===== src/rtl/disc_pkg.sv =====
// Shared definitions for the discriminator measurement-window sequencer.
//   CNT_W    : width of each discriminator count. It must match the counter block.
//   CNT_MAX  : all-ones count value, used for overflow detection.
//   NUM_DISC : number of discriminator channels.
//   state_e  : sequencer states.
package disc_pkg;

  localparam int CNT_W    = 16;
  localparam int NUM_DISC = 4;
  localparam logic [CNT_W-1:0] CNT_MAX = '1;

  typedef enum logic [2:0] {
    IDLE  = 3'd0,
    CLEAR = 3'd1,
    COUNT = 3'd2,
    LATCH = 3'd3,
    HOLD  = 3'd4
  } state_e;

endpackage


===== src/rtl/disc_window_ctrl_if.sv =====
// Snapshot hand-off bus between the window sequencer and a downstream reader.
//   snap_disc1..4 : latched counts of the last completed window
//   snap_ovf      : a channel hit all-ones during the snapshotted window
//   snap_valid    : snapshot available (producer -> reader)
//   snap_ready    : reader accepts the snapshot (reader -> producer)
// The master modport is the producer side and the slave modport is the reader side.
interface disc_window_ctrl_if;
  import disc_pkg::*;

  logic [CNT_W-1:0] snap_disc1;
  logic [CNT_W-1:0] snap_disc2;
  logic [CNT_W-1:0] snap_disc3;
  logic [CNT_W-1:0] snap_disc4;
  logic             snap_ovf;
  logic             snap_valid;
  logic             snap_ready;

  modport master (
    output snap_disc1, snap_disc2, snap_disc3, snap_disc4,
    output snap_ovf, snap_valid,
    input  snap_ready
  );

  modport slave (
    input  snap_disc1, snap_disc2, snap_disc3, snap_disc4,
    input  snap_ovf, snap_valid,
    output snap_ready
  );

endinterface


===== src/rtl/disc_snapshot_reg.sv =====
// Snapshot registers for the window sequencer.
// This module holds the four latched counts, the per-window overflow accumulator,
// the snapshot overflow flag and the valid/ready hold logic.
//   clk, rst  : clock and synchronous active-high reset
//   clr_acc   : clear the overflow accumulator (window start)
//   acc_en    : counting cycle; an all-ones count sets the accumulator
//   capture   : latch counts and overflow, and raise snap_valid
//   abort     : drop snap_valid without a transfer; the data is kept
//   count_bus : live counter values, where channel 0 is disc1
//   snap_if   : snapshot bus (producer side)
module disc_snapshot_reg
  import disc_pkg::*;
(
  input  logic                           clk,
  input  logic                           rst,
  input  logic                           clr_acc,
  input  logic                           acc_en,
  input  logic                           capture,
  input  logic                           abort,
  input  logic [NUM_DISC-1:0][CNT_W-1:0] count_bus,
  disc_window_ctrl_if.master             snap_if
);

  logic [NUM_DISC-1:0][CNT_W-1:0] snap_q, snap_d;
  logic [NUM_DISC-1:0]            at_max;
  logic                           any_max;
  logic                           ovf_acc_q, ovf_acc_d;
  logic                           snap_ovf_q, snap_ovf_d;
  logic                           valid_q, valid_d;

  genvar gi;
  generate
    for (gi = 0; gi < NUM_DISC; gi++) begin : g_max
      assign at_max[gi] = (count_bus[gi] == CNT_MAX);
    end
  endgenerate

  assign any_max = |at_max;

  always_comb begin
    snap_d     = snap_q;
    ovf_acc_d  = ovf_acc_q;
    snap_ovf_d = snap_ovf_q;
    valid_d    = valid_q;

    if (clr_acc) begin
      ovf_acc_d = 1'b0;
    end else if (acc_en && any_max) begin
      ovf_acc_d = 1'b1;
    end

    if (abort) begin
      valid_d = 1'b0;
    end else if (capture) begin
      // The LATCH-cycle values are checked as well, so a count that first
      // reaches all-ones on the final increment is still flagged.
      snap_d     = count_bus;
      snap_ovf_d = ovf_acc_q | any_max;
      valid_d    = 1'b1;
    end else if (valid_q && snap_if.snap_ready) begin
      valid_d = 1'b0;
    end
  end

  always_ff @(posedge clk) begin
    if (rst) begin
      snap_q     <= '0;
      ovf_acc_q  <= 1'b0;
      snap_ovf_q <= 1'b0;
      valid_q    <= 1'b0;
    end else begin
      snap_q     <= snap_d;
      ovf_acc_q  <= ovf_acc_d;
      snap_ovf_q <= snap_ovf_d;
      valid_q    <= valid_d;
    end
  end

  assign snap_if.snap_disc1 = snap_q[0];
  assign snap_if.snap_disc2 = snap_q[1];
  assign snap_if.snap_disc3 = snap_q[2];
  assign snap_if.snap_disc4 = snap_q[3];
  assign snap_if.snap_ovf   = snap_ovf_q;
  assign snap_if.snap_valid = valid_q;

endmodule


===== src/rtl/disc_window_ctrl.sv =====
// Measurement-window sequencer for the four-channel discriminator counter.
// Each window follows the same steps:
//   1. Clear the counters for one cycle.
//   2. Count for window_len cycles.
//   3. Freeze the counters for one cycle and snapshot the counts.
//   4. Hold the snapshot until the reader takes it.
// In continuous mode the sequencer re-arms after every transfer.
//   clk, rst        : clock and synchronous active-high reset
//   start, stop     : one-cycle command pulses; stop has priority
//   continuous      : re-arm mode; sampled at start
//   window_len      : count cycles, where 0 acts as 1; sampled at start
//   cnt_we, cnt_rst : counter write enable and clear
//   count_disc1..4  : live counter outputs
//   busy            : high in every state except IDLE
//   snap_if         : snapshot bus (producer side)
// The count width is CNT_W from disc_pkg.
module disc_window_ctrl
  import disc_pkg::*;
#(
  parameter int WIN_W = 24
) (
  input  logic             clk,
  input  logic             rst,
  input  logic             start,
  input  logic             stop,
  input  logic             continuous,
  input  logic [WIN_W-1:0] window_len,
  output logic             cnt_we,
  output logic             cnt_rst,
  input  logic [CNT_W-1:0] count_disc1,
  input  logic [CNT_W-1:0] count_disc2,
  input  logic [CNT_W-1:0] count_disc3,
  input  logic [CNT_W-1:0] count_disc4,
  output logic             busy,
  disc_window_ctrl_if.master snap_if
);

  state_e                         state_q, state_d;
  logic [WIN_W-1:0]               len_q, len_d;
  logic [WIN_W-1:0]               win_q, win_d;
  logic                           mode_q, mode_d;
  logic                           cnt_we_q, cnt_we_d;
  logic                           cnt_rst_q, cnt_rst_d;
  logic                           busy_q, busy_d;
  logic                           xfer;
  logic                           clr_acc, acc_en, capture;
  logic [NUM_DISC-1:0][CNT_W-1:0] count_bus;

  assign count_bus = {count_disc4, count_disc3, count_disc2, count_disc1};
  assign xfer      = snap_if.snap_valid & snap_if.snap_ready;

  always_comb begin
    state_d = state_q;
    len_d   = len_q;
    mode_d  = mode_q;
    win_d   = win_q;

    if (stop) begin
      state_d = IDLE;
    end else begin
      case (state_q)
        IDLE: begin
          if (start) begin
            len_d   = (window_len == '0) ? WIN_W'(1) : window_len;
            mode_d  = continuous;
            state_d = CLEAR;
          end
        end
        CLEAR: begin
          win_d   = len_q;
          state_d = COUNT;
        end
        COUNT: begin
          // The counter is loaded with len_q and the state exits at 1,
          // so COUNT lasts exactly len_q cycles.
          win_d = win_q - 1'b1;
          if (win_q == WIN_W'(1)) begin
            state_d = LATCH;
          end
        end
        LATCH: begin
          state_d = HOLD;
        end
        HOLD: begin
          if (xfer) begin
            state_d = mode_q ? CLEAR : IDLE;
          end
        end
        default: begin
          state_d = IDLE;
        end
      endcase
    end

    // Outputs are registered from the next state, so they line up with state_q.
    cnt_we_d  = (state_d == CLEAR) || (state_d == COUNT);
    cnt_rst_d = (state_d == CLEAR);
    busy_d    = (state_d != IDLE);
  end

  always_ff @(posedge clk) begin
    if (rst) begin
      state_q   <= IDLE;
      len_q     <= '0;
      mode_q    <= 1'b0;
      win_q     <= '0;
      cnt_we_q  <= 1'b0;
      cnt_rst_q <= 1'b0;
      busy_q    <= 1'b0;
    end else begin
      state_q   <= state_d;
      len_q     <= len_d;
      mode_q    <= mode_d;
      win_q     <= win_d;
      cnt_we_q  <= cnt_we_d;
      cnt_rst_q <= cnt_rst_d;
      busy_q    <= busy_d;
    end
  end

  assign cnt_we  = cnt_we_q;
  assign cnt_rst = cnt_rst_q;
  assign busy    = busy_q;

  // A stop in LATCH suppresses the capture, so the previous snapshot survives.
  assign clr_acc = (state_q == CLEAR);
  assign acc_en  = (state_q == COUNT);
  assign capture = (state_q == LATCH) && !stop;

  disc_snapshot_reg u_snap (
    .clk       (clk),
    .rst       (rst),
    .clr_acc   (clr_acc),
    .acc_en    (acc_en),
    .capture   (capture),
    .abort     (stop),
    .count_bus (count_bus),
    .snap_if   (snap_if)
  );

endmodule

===== src/flat_wrapper.sv =====
// flat-port wrapper written by rule: the top's interface ports become plain ports
module disc_window_ctrl_flat import disc_pkg::*;
#(
  parameter int WIN_W = 24
)
  (clk, rst, start, stop, continuous, window_len, cnt_we, cnt_rst, count_disc1, count_disc2, count_disc3, count_disc4, busy, snap_if_snap_disc1, snap_if_snap_disc2, snap_if_snap_disc3, snap_if_snap_disc4, snap_if_snap_ovf, snap_if_snap_valid, snap_if_snap_ready);
  disc_window_ctrl_if snap_if_i ();
  input  logic clk;
  input  logic rst;
  input  logic start;
  input  logic stop;
  input  logic continuous;
  input  logic [WIN_W-1:0] window_len;
  output logic cnt_we;
  output logic cnt_rst;
  input  logic [CNT_W-1:0] count_disc1;
  input  logic [CNT_W-1:0] count_disc2;
  input  logic [CNT_W-1:0] count_disc3;
  input  logic [CNT_W-1:0] count_disc4;
  output logic busy;
  output wire logic [$bits(snap_if_i.snap_disc1)-1:0] snap_if_snap_disc1;
  output wire logic [$bits(snap_if_i.snap_disc2)-1:0] snap_if_snap_disc2;
  output wire logic [$bits(snap_if_i.snap_disc3)-1:0] snap_if_snap_disc3;
  output wire logic [$bits(snap_if_i.snap_disc4)-1:0] snap_if_snap_disc4;
  output wire logic [$bits(snap_if_i.snap_ovf)-1:0] snap_if_snap_ovf;
  output wire logic [$bits(snap_if_i.snap_valid)-1:0] snap_if_snap_valid;
  input wire logic [$bits(snap_if_i.snap_ready)-1:0] snap_if_snap_ready;
  assign snap_if_snap_disc1 = snap_if_i.snap_disc1;
  assign snap_if_snap_disc2 = snap_if_i.snap_disc2;
  assign snap_if_snap_disc3 = snap_if_i.snap_disc3;
  assign snap_if_snap_disc4 = snap_if_i.snap_disc4;
  assign snap_if_snap_ovf = snap_if_i.snap_ovf;
  assign snap_if_snap_valid = snap_if_i.snap_valid;
  assign snap_if_i.snap_ready = snap_if_snap_ready;
  disc_window_ctrl #(.WIN_W(WIN_W)) u_core (.clk(clk), .rst(rst), .start(start), .stop(stop), .continuous(continuous), .window_len(window_len), .cnt_we(cnt_we), .cnt_rst(cnt_rst), .count_disc1(count_disc1), .count_disc2(count_disc2), .count_disc3(count_disc3), .count_disc4(count_disc4), .busy(busy), .snap_if(snap_if_i));
endmodule

===== config.mk =====
export PLATFORM = sky130hd
export DESIGN_NAME = disc_window_ctrl_flat
export DESIGN_NICKNAME = d
export VERILOG_FILES = /design/src/rtl/disc_pkg.sv /design/src/rtl/disc_window_ctrl_if.sv /design/src/rtl/disc_snapshot_reg.sv /design/src/rtl/disc_window_ctrl.sv /design/src/flat_wrapper.sv
export SDC_FILE = /design/constraint.sdc
export NUM_CORES = 1
export LEC_CHECK = 0
export ABC_CLOCK_PERIOD_IN_PS = 3880
export BUFFER_PORTS_ARGS = -buffer_cell sky130_fd_sc_hd__buf_2
export CORE_MARGIN = 2
export CORE_UTILIZATION = 30
export DETAILED_ROUTE_END_ITERATION = 16
export MAX_ROUTING_LAYER = met4
export PLACE_DENSITY = 0.6
export SLEW_MARGIN = 10
export SYNTH_ARGS = -nofsm -noshare
export SYNTH_HDL_FRONTEND = slang
export SYNTH_SLANG_ARGS = --single-unit
export TNS_END_PERCENT = 20

===== constraint.sdc =====
create_clock -name clk -period 3.88 [get_ports clk]
set_input_delay 0.194 -clock clk [delete_from_list [all_inputs] [get_ports clk]]
set_output_delay 0.194 -clock clk [all_outputs]
set_load 0.005 [all_outputs]

==> insert_results.sql, run 1 <==
INSERT INTO impl_metrics (metric_group, metric, value, unit) VALUES
('cells_and_area', 'final_core_util', '0.405', ''),
('timing', 'relSlewSlack', '0.296', ''),
('timing', 'final_min_period_over_clock_period', '0.597', ''),
('clocking', 'clock_sink_count', '122', ''),
('synthesis', 'synth_simple_gate_area_frac', '0.287', ''),
('floorplanning', 'std_cell_rows', '47', ''),
('power', 'post-layout-total-power', '3.07', 'mW'),
('timing', 'fin_setup_tns', '0', 'ns'),
('cells_and_area', 'post_route_cells_drive_above_1_share', '0.263', ''),
('cells_and_area', 'seq_area', '2440', 'um2'),
('global_routing', 'grt_pass1_wl', '24.7', 'mm'),
('floorplanning', 'io_pins', '163', ''),
('synthesis', 'synth_cell_types', '57', ''),
('route', 'drc_errors', '0', ''),
('synthesis', 'number_of_enable_type_register_cells_in_the_synthesized_netlist', '0', ''),
('worst_setup_path', 'cp.required', '4.19', 'ns'),
('placement', 'dp_hpwl', '10.9', 'mm'),
('route', 'route.final.wire_length', '15.6', 'mm'),
('route', 'avgViaCountPerCell', '4.95', ''),
('floorplanning', 'die_h', '135', 'um'),
('cells_and_area', 'layout.filler_cells', '1724', ''),
('timing', 'worst_clock_skew', '0.00675', 'ns'),
('global_routing', 'grt_overflow', '0', ''),
('floorplanning', 'die_x', '135', 'um'),
('cells_and_area', 'most_frequent_standard_cell_in_the_layout_excluding_fill_and_tap_cells', 'sky130_fd_sc_hd__nand2_1', ''),
('timing', 'maxSlewViolCount', '0', ''),
('placement', 'gp_congestion', '0.834', ''),
('timing', 'unrepaired_setup_endpoints_after_global_routing', 'no', ''),
('placement', 'dp_worst_setup_slack', '1.56', 'ns'),
('global_routing', 'grt_antenna_before_repair', '1', ''),
('route', 'drt_first_pass_iters', '5', ''),
('route', 'iteration_0_drc_count_of_the_detailed_router', '322', ''),
('synthesis', 'synth_warn', '0', ''),
('cells_and_area', 'area_delta_synth_final', '31.1', '%'),
('synthesis', 'synth-compound-area-share', '0.188', ''),
('global_routing', 'grt.busiest_layer', 'met2', ''),
('floorplanning', 'start_util', '0.309', ''),
('cells_and_area', 'layout.cells.non_filler', '1047', ''),
('route', 'vias', '5181', ''),
('floorplanning', 'placeableCoreArea', '16600', 'um2'),
('cells_and_area', 'finalInstanceArea', '6740', 'um2'),
('synthesis', 'ys_dominant_reg_cell', 'sky130_fd_sc_hd__dfxtp_1', ''),
('timing', 'fmax', '0.432', 'GHz'),
('worst_setup_path', 'setup.worst_path.end_class', 'register', ''),
('synthesis', 'mappedNetlistArea', '5140', 'um2'),
('global_routing', 'grt.total_usage', '0.177', ''),
('synthesis', 'synthAdderAreaFrac', '0.00487', ''),
('global_routing', 'grt_use_met1', '0.223', ''),
('clocking', 'htree_levels', '4', ''),
('hold_path', 'hold_path_class', 'in2reg', ''),
('route', 'detail-route-antenna-nets', '0', ''),
('synthesis', 'yosys-mux-area-fraction', '0.00389', ''),
('global_routing', 'first_global_vias', '4782', ''),
('timing', 'setup_viol', '0', ''),
('cells_and_area', 'top_library_cells_by_usage_in_the_layout_fill_and_taps_aside', 'sky130_fd_sc_hd__nand2_1 (198), sky130_fd_sc_hd__buf_2 (161), sky130_fd_sc_hd__dfxtp_1 (122)', ''),
('clocking', 'clockRootBuffer', 'sky130_fd_sc_hd__clkbuf_16', ''),
('flow_run', 'maxCapViolCount', '0', ''),
('clocking', 'insertion_delay', '0.42', 'ns'),
('synthesis', 'synth.avg_cell_area', '7.72', 'um2'),
('synthesis', 'combinational_family_with_the_most_area_after_synthesis', 'simple AND/OR/NAND/NOR gates', ''),
('route', 'avg_wl_per_cell', '14.9', 'um'),
('synthesis', 'synth_xor_xnor_area_share', '0.00341', ''),
('worst_setup_path', 'critical_path.max_fanout', '34', ''),
('worst_setup_path', 'critPathLaunchType', 'register', ''),
('run_status', 'run_status', 'finished, final reports clean', ''),
('placement', 'buffer_ports.inserted', '162', ''),
('timing', 'final_critical_path_setup_slack', '1.56', 'ns'),
('clocking', 'cts_tree', 'built', ''),
('global_routing', 'maximum_number_of_pins_on_one_net_before_global_route_repair', '75', ''),
('timing', 'hold_viol', '0', ''),
('cells_and_area', 'finalNetCount', '909', '');
sequential cells by signal, summed over array words and instances (netlist names):
| signal | count |
|---|---|
| u_core.len_q | 24 |
| u_core.u_snap.ovf_acc_q | 1 |
| u_core.u_snap.snap_if.snap_disc2 | 16 |
| u_core.mode_q | 1 |
| u_core.busy | 1 |
| u_core.u_snap.snap_if.snap_valid | 1 |
| u_core.u_snap.snap_if.snap_disc3 | 16 |
| u_core.cnt_rst | 1 |
| u_core.state_q | 3 |
| u_core.win_q | 24 |
| u_core.cnt_we | 1 |
| u_core.u_snap.snap_if.snap_disc1 | 16 |
| u_core.u_snap.snap_if.snap_disc4 | 16 |
| u_core.u_snap.snap_if.snap_ovf | 1 |
worst max-delay path: stages (launching register included):
cell and delay, ns:
sky130_fd_sc_hd__dfxtp_1 0.45, sky130_fd_sc_hd__or3b_1 0.81, sky130_fd_sc_hd__nor4_1 0.53, sky130_fd_sc_hd__a21oi_1 0.19, sky130_fd_sc_hd__a21o_1 0.22
area by class of cell:
cell class | count | share of cell area
clock buffers | 18 | 0.0652
flip-flops and latches | 122 | 0.362
multi-input cells | 494 | 0.373
inverters | 5 | 0.00278
diodes | 1 | 0.000371
well taps | 220 | 0.0408
repair buffers | 173 | 0.135
clock inverters | 14 | 0.0206
layer usage:
layer / routed length (um) / vias to the layer above
met5: 0 / -
met4: 196 / 0
met3: 977 / 17
met2: 7440 / 153
met1: 7030 / 2391
li1: - / 2620
cells in the mapped netlist, drive strengths merged, types with 3 or more instances:
master / count / area [um2]
nand2: 198 / 743
dfxtp: 122 / 2440
a21oi: 109 / 546
clkbuf: 41 / 154
nor2: 36 / 143
nand4: 19 / 119
o21ai: 19 / 95.1
nor4: 16 / 113
nor3: 11 / 71.3
nand3: 9 / 45.0
a22oi: 8 / 60.1
or4: 7 / 63.8
inv: 5 / 18.8
a211oi: 4 / 30.0
buf: 4 / 18.8
or3: 4 / 25.0
a21o: 3 / 22.5
a31oi: 3 / 18.8
nand2b: 3 / 26.3
nor3b: 3 / 32.5
o211ai: 3 / 22.5
o22ai: 3 / 18.8
or2: 3 / 18.8
final timing paths:
check	depth (start not counted)	startpoint	to	slack, ns
worst min register to register	2	u_core.u_snap.snap_if.snap_disc1[14]	u_core.u_snap.snap_if.snap_disc1[14]	0.45
worst max-delay path	4	u_core.state_q[1]	u_core.cnt_we	1.56
worst min-delay path	3	count_disc1[4]	u_core.u_snap.snap_if.snap_disc1[4]	0.02
worst max register to register	4	u_core.state_q[1]	u_core.cnt_we	1.56
kinds of logic after synthesis:
kind of cell	count (synthesis)
XOR/XNOR	2
flip-flops	122
AND/OR/NAND/NOR	319
AO/OA/AOI/OAI	169
adder cells (fa/ha/maj)	2
buffers and inverters	50
multiplexers	2
power breakdown:
group	switching, mW	leakage [nW]	internal, mW	total, mW
logic	0.143	1.44	0.0966	0.239
registers	0.0170	0.986	1.27	1.29
clock network	0.630	0.276	0.912	1.54
total	0.789	2.71	2.28	3.07
what timing repair did:
item | in CTS | in global routing
gates resized for setup | 0 | 0
endpoints found under the hold margin | 5 | 0
hold buffers | 5 | 0
buffers inserted | 0 | 0
(Power assumes the default switching activity.)
==> run 2, diff against run 1 <==
- ABC_CLOCK_PERIOD_IN_PS: 3880 -> 2200
- clock period: 3.88 -> 2.2 ns (I/O delays scaled with it)
==> insert_results.sql, run 2 (synthesized netlist as in run 1, its figures left out) <==
INSERT INTO impl_metrics (metric_group, metric, value, unit) VALUES
('cells_and_area', 'post_route_cells_drive_above_1_share', '0.254', ''),
('placement', 'gp_congestion', '0.836', ''),
('route', 'avg_wl_per_cell', '14.9', 'um'),
('timing', 'setup_viol', '0', ''),
('route', 'route.final.wire_length', '17.1', 'mm'),
('route', 'detail-route-antenna-nets', '0', ''),
('timing', 'unrepaired_setup_endpoints_after_global_routing', 'no', ''),
('floorplanning', 'placeableCoreArea', '16600', 'um2'),
('worst_setup_path', 'cp.required', '2.51', 'ns'),
('cells_and_area', 'multi_input_comb_area', '2520', 'um2'),
('worst_setup_path', 'cp_cell_sequence', 'or4_4, or4_4, nor3b_2, a21oi_1, a21o_1', ''),
('cells_and_area', 'area_delta_synth_final', '50.8', '%'),
('timing', 'maxSlewViolCount', '0', ''),
('global_routing', 'grt.total_usage', '0.197', ''),
('global_routing', 'grtUsageMet3', '0.0465', ''),
('global_routing', 'grt_pass1_wl', '27.6', 'mm'),
('placement', 'placedInstanceArea', '6260', 'um2'),
('timing', 'min_period', '1.99', 'ns'),
('clocking', 'clk_pin_slew', '0.06', 'ns'),
('cells_and_area', 'final_core_util', '0.466', ''),
('power', 'worst_ir_drop_vdd', '560', 'uV'),
('worst_setup_path', 'worstPathArrival', '2.31', 'ns'),
('timing', 'relSlewSlack', '0.667', ''),
('worst_setup_path', 'critical_path.max_fanout', '6', ''),
('floorplanning', 'io_pins', '163', ''),
('clocking', 'clockRootBuffer', 'sky130_fd_sc_hd__clkbuf_16', ''),
('timing', 'worst_clock_skew', '0.00958', 'ns'),
('route', 'iteration_0_drc_count_of_the_detailed_router', '370', ''),
('route', 'drc_errors', '0', ''),
('placement', 'dp_hpwl', '11.3', 'mm'),
('run_status', 'run_status', 'finished, final reports clean', ''),
('cells_and_area', 'finalNetCount', '1010', ''),
('global_routing', 'maximum_number_of_pins_on_one_net_before_global_route_repair', '67', ''),
('route', 'vias', '5654', ''),
('timing', 'fin_setup_tns', '0', 'ns'),
('floorplanning', 'die-area', '18200', 'um2'),
('cells_and_area', 'seq_area', '2440', 'um2'),
('cells_and_area', 'finalInstanceArea', '7750', 'um2'),
('floorplanning', 'start_util', '0.309', ''),
('clocking', 'clock_tree.buffer_depth', '2', ''),
('clocking', 'htree_levels', '4', ''),
('timing', 'final_min_period_over_clock_period', '0.906', ''),
('cells_and_area', 'most_frequent_standard_cell_in_the_layout_excluding_fill_and_tap_cells', 'sky130_fd_sc_hd__nand2_1', ''),
('global_routing', 'grt_antenna_before_repair', '0', ''),
('cells_and_area', 'top_regs', 'u_core.len_q (24), u_core.win_q (24)', ''),
('clocking', 'cts_tree', 'built', ''),
('placement', 'buffer_ports.inserted', '162', ''),
('worst_setup_path', 'cpMaxStageDelayCell', 'sky130_fd_sc_hd__or4_4', ''),
('cells_and_area', 'layout.filler_cells', '1605', ''),
('worst_setup_path', 'critical_path_class', 'reg2reg', ''),
('worst_setup_path', 'cpPeakStageDelay', '0.57', 'ns'),
('route', 'drt_first_pass_iters', '5', ''),
('floorplanning', 'die_x', '135', 'um'),
('timing', 'hold_viol', '0', ''),
('flow_run', 'maxCapViolCount', '0', ''),
('timing', 'worst-slew-pin-transition', '0.495', 'ns'),
('power', 'power_leakage', '3.16', 'nW'),
('hold_path', 'hold_path_class', 'in2reg', ''),
('clocking', 'cts_buffers', '17', ''),
('worst_setup_path', 'setup.worst_path.end_class', 'register', ''),
('clocking', 'clock_sink_count', '122', ''),
('power', 'power-per-cell-area', '726', 'nW/um2'),
('global_routing', 'grtUsageMet2', '0.313', ''),
('floorplanning', 'std_cell_rows', '47', ''),
('power', 'post-layout-total-power', '5.63', 'mW'),
('global_routing', 'first_global_vias', '5441', ''),
('route', 'avgViaCountPerCell', '4.93', ''),
('timing', 'fmax', '0.502', 'GHz'),
('global_routing', 'grt_use_met1', '0.245', ''),
('cells_and_area', 'antennaDiodeCount', '0', ''),
('floorplanning', 'die_h', '135', 'um'),
('global_routing', 'grt_overflow', '0', ''),
('clocking', 'insertion_delay', '0.42', 'ns'),
('worst_setup_path', 'critPathLaunchType', 'register', ''),
('cells_and_area', 'top_library_cells_by_usage_in_the_layout_fill_and_taps_aside', 'sky130_fd_sc_hd__nand2_1 (198), sky130_fd_sc_hd__buf_2 (161), sky130_fd_sc_hd__dfxtp_1 (122)', ''),
('worst_setup_path', 'worst_path_most_repeated_cell', 'sky130_fd_sc_hd__or4_4', ''),
('global_routing', 'grt.busiest_layer', 'met2', '');
[run 2: cell count changes in the layout (fill, tap and decap cells not counted), sizes merged]
cell / change
bufinv: +1
clkinvlp: -1
diode: -1
dlygate4sd3: +84
clkbuf: -1
buf: +17
inv: -1
clkinv: +2
[run 2: worst max-delay path, delay by kind of cell (launching register included)]
kind,cells,cell delay [ns]
AOI/OAI and AO/OA,2,0.31
DFF,1,0.35
and+or+nand+nor,3,1.22
[run 2: power breakdown]
group	internal, mW	switching [mW]
logic	0.282	0.277
registers	2.25	0.0295
clock network	1.69	1.10
[run 2: path summary, 6_finish.rpt]
check                                      startpoint                                   to  slack (ns)  depth (start not counted)
setup / recovery                     u_core.win_q[16]                        u_core.cnt_we        0.21                          5
hold / removal                          window_len[0]                      u_core.len_q[0]        0.03                          3
hold reg to reg   u_core.u_snap.snap_if.snap_disc4[7]  u_core.u_snap.snap_if.snap_disc4[7]        0.45                          2
setup reg to reg                     u_core.win_q[16]                        u_core.cnt_we        0.21                          5
[run 2: metrics by stage]
stage	setup WS (ns)	hold slack [ns]	cells
2_1_floorplan	0.319	0.246	666
3_3_place_gp	0.181	0.359	1026
3_5_place_dp	0.122	0.358	1026
4_1_cts	0.0941	0.0161	1147
5_1_grt	0.0499	0.0344	1147
6_report	0.207	0.0252	1147
[run 2: repair_timing]
action,in CTS,in global routing
hold endpoints to repair,91,0
setup endpoints to repair,0,1
gates resized for setup,0,1
buffers inserted,0,0
hold buffers,89,0
[run 2: layer usage]
metal,routed length (um),share of wire
met1,7260,0.42
met2,8400,0.49
met3,1050,0.061
met4,421,0.025
met5,0,0
[run 2: final cells by class]
class,count,area share
flip-flops and latches,122,0.315
clock inverters,15,0.0215
well taps,220,0.0355
inverters,5,0.00242
multi-input cells,494,0.325
repair buffers,274,0.245
clock buffers,17,0.0549
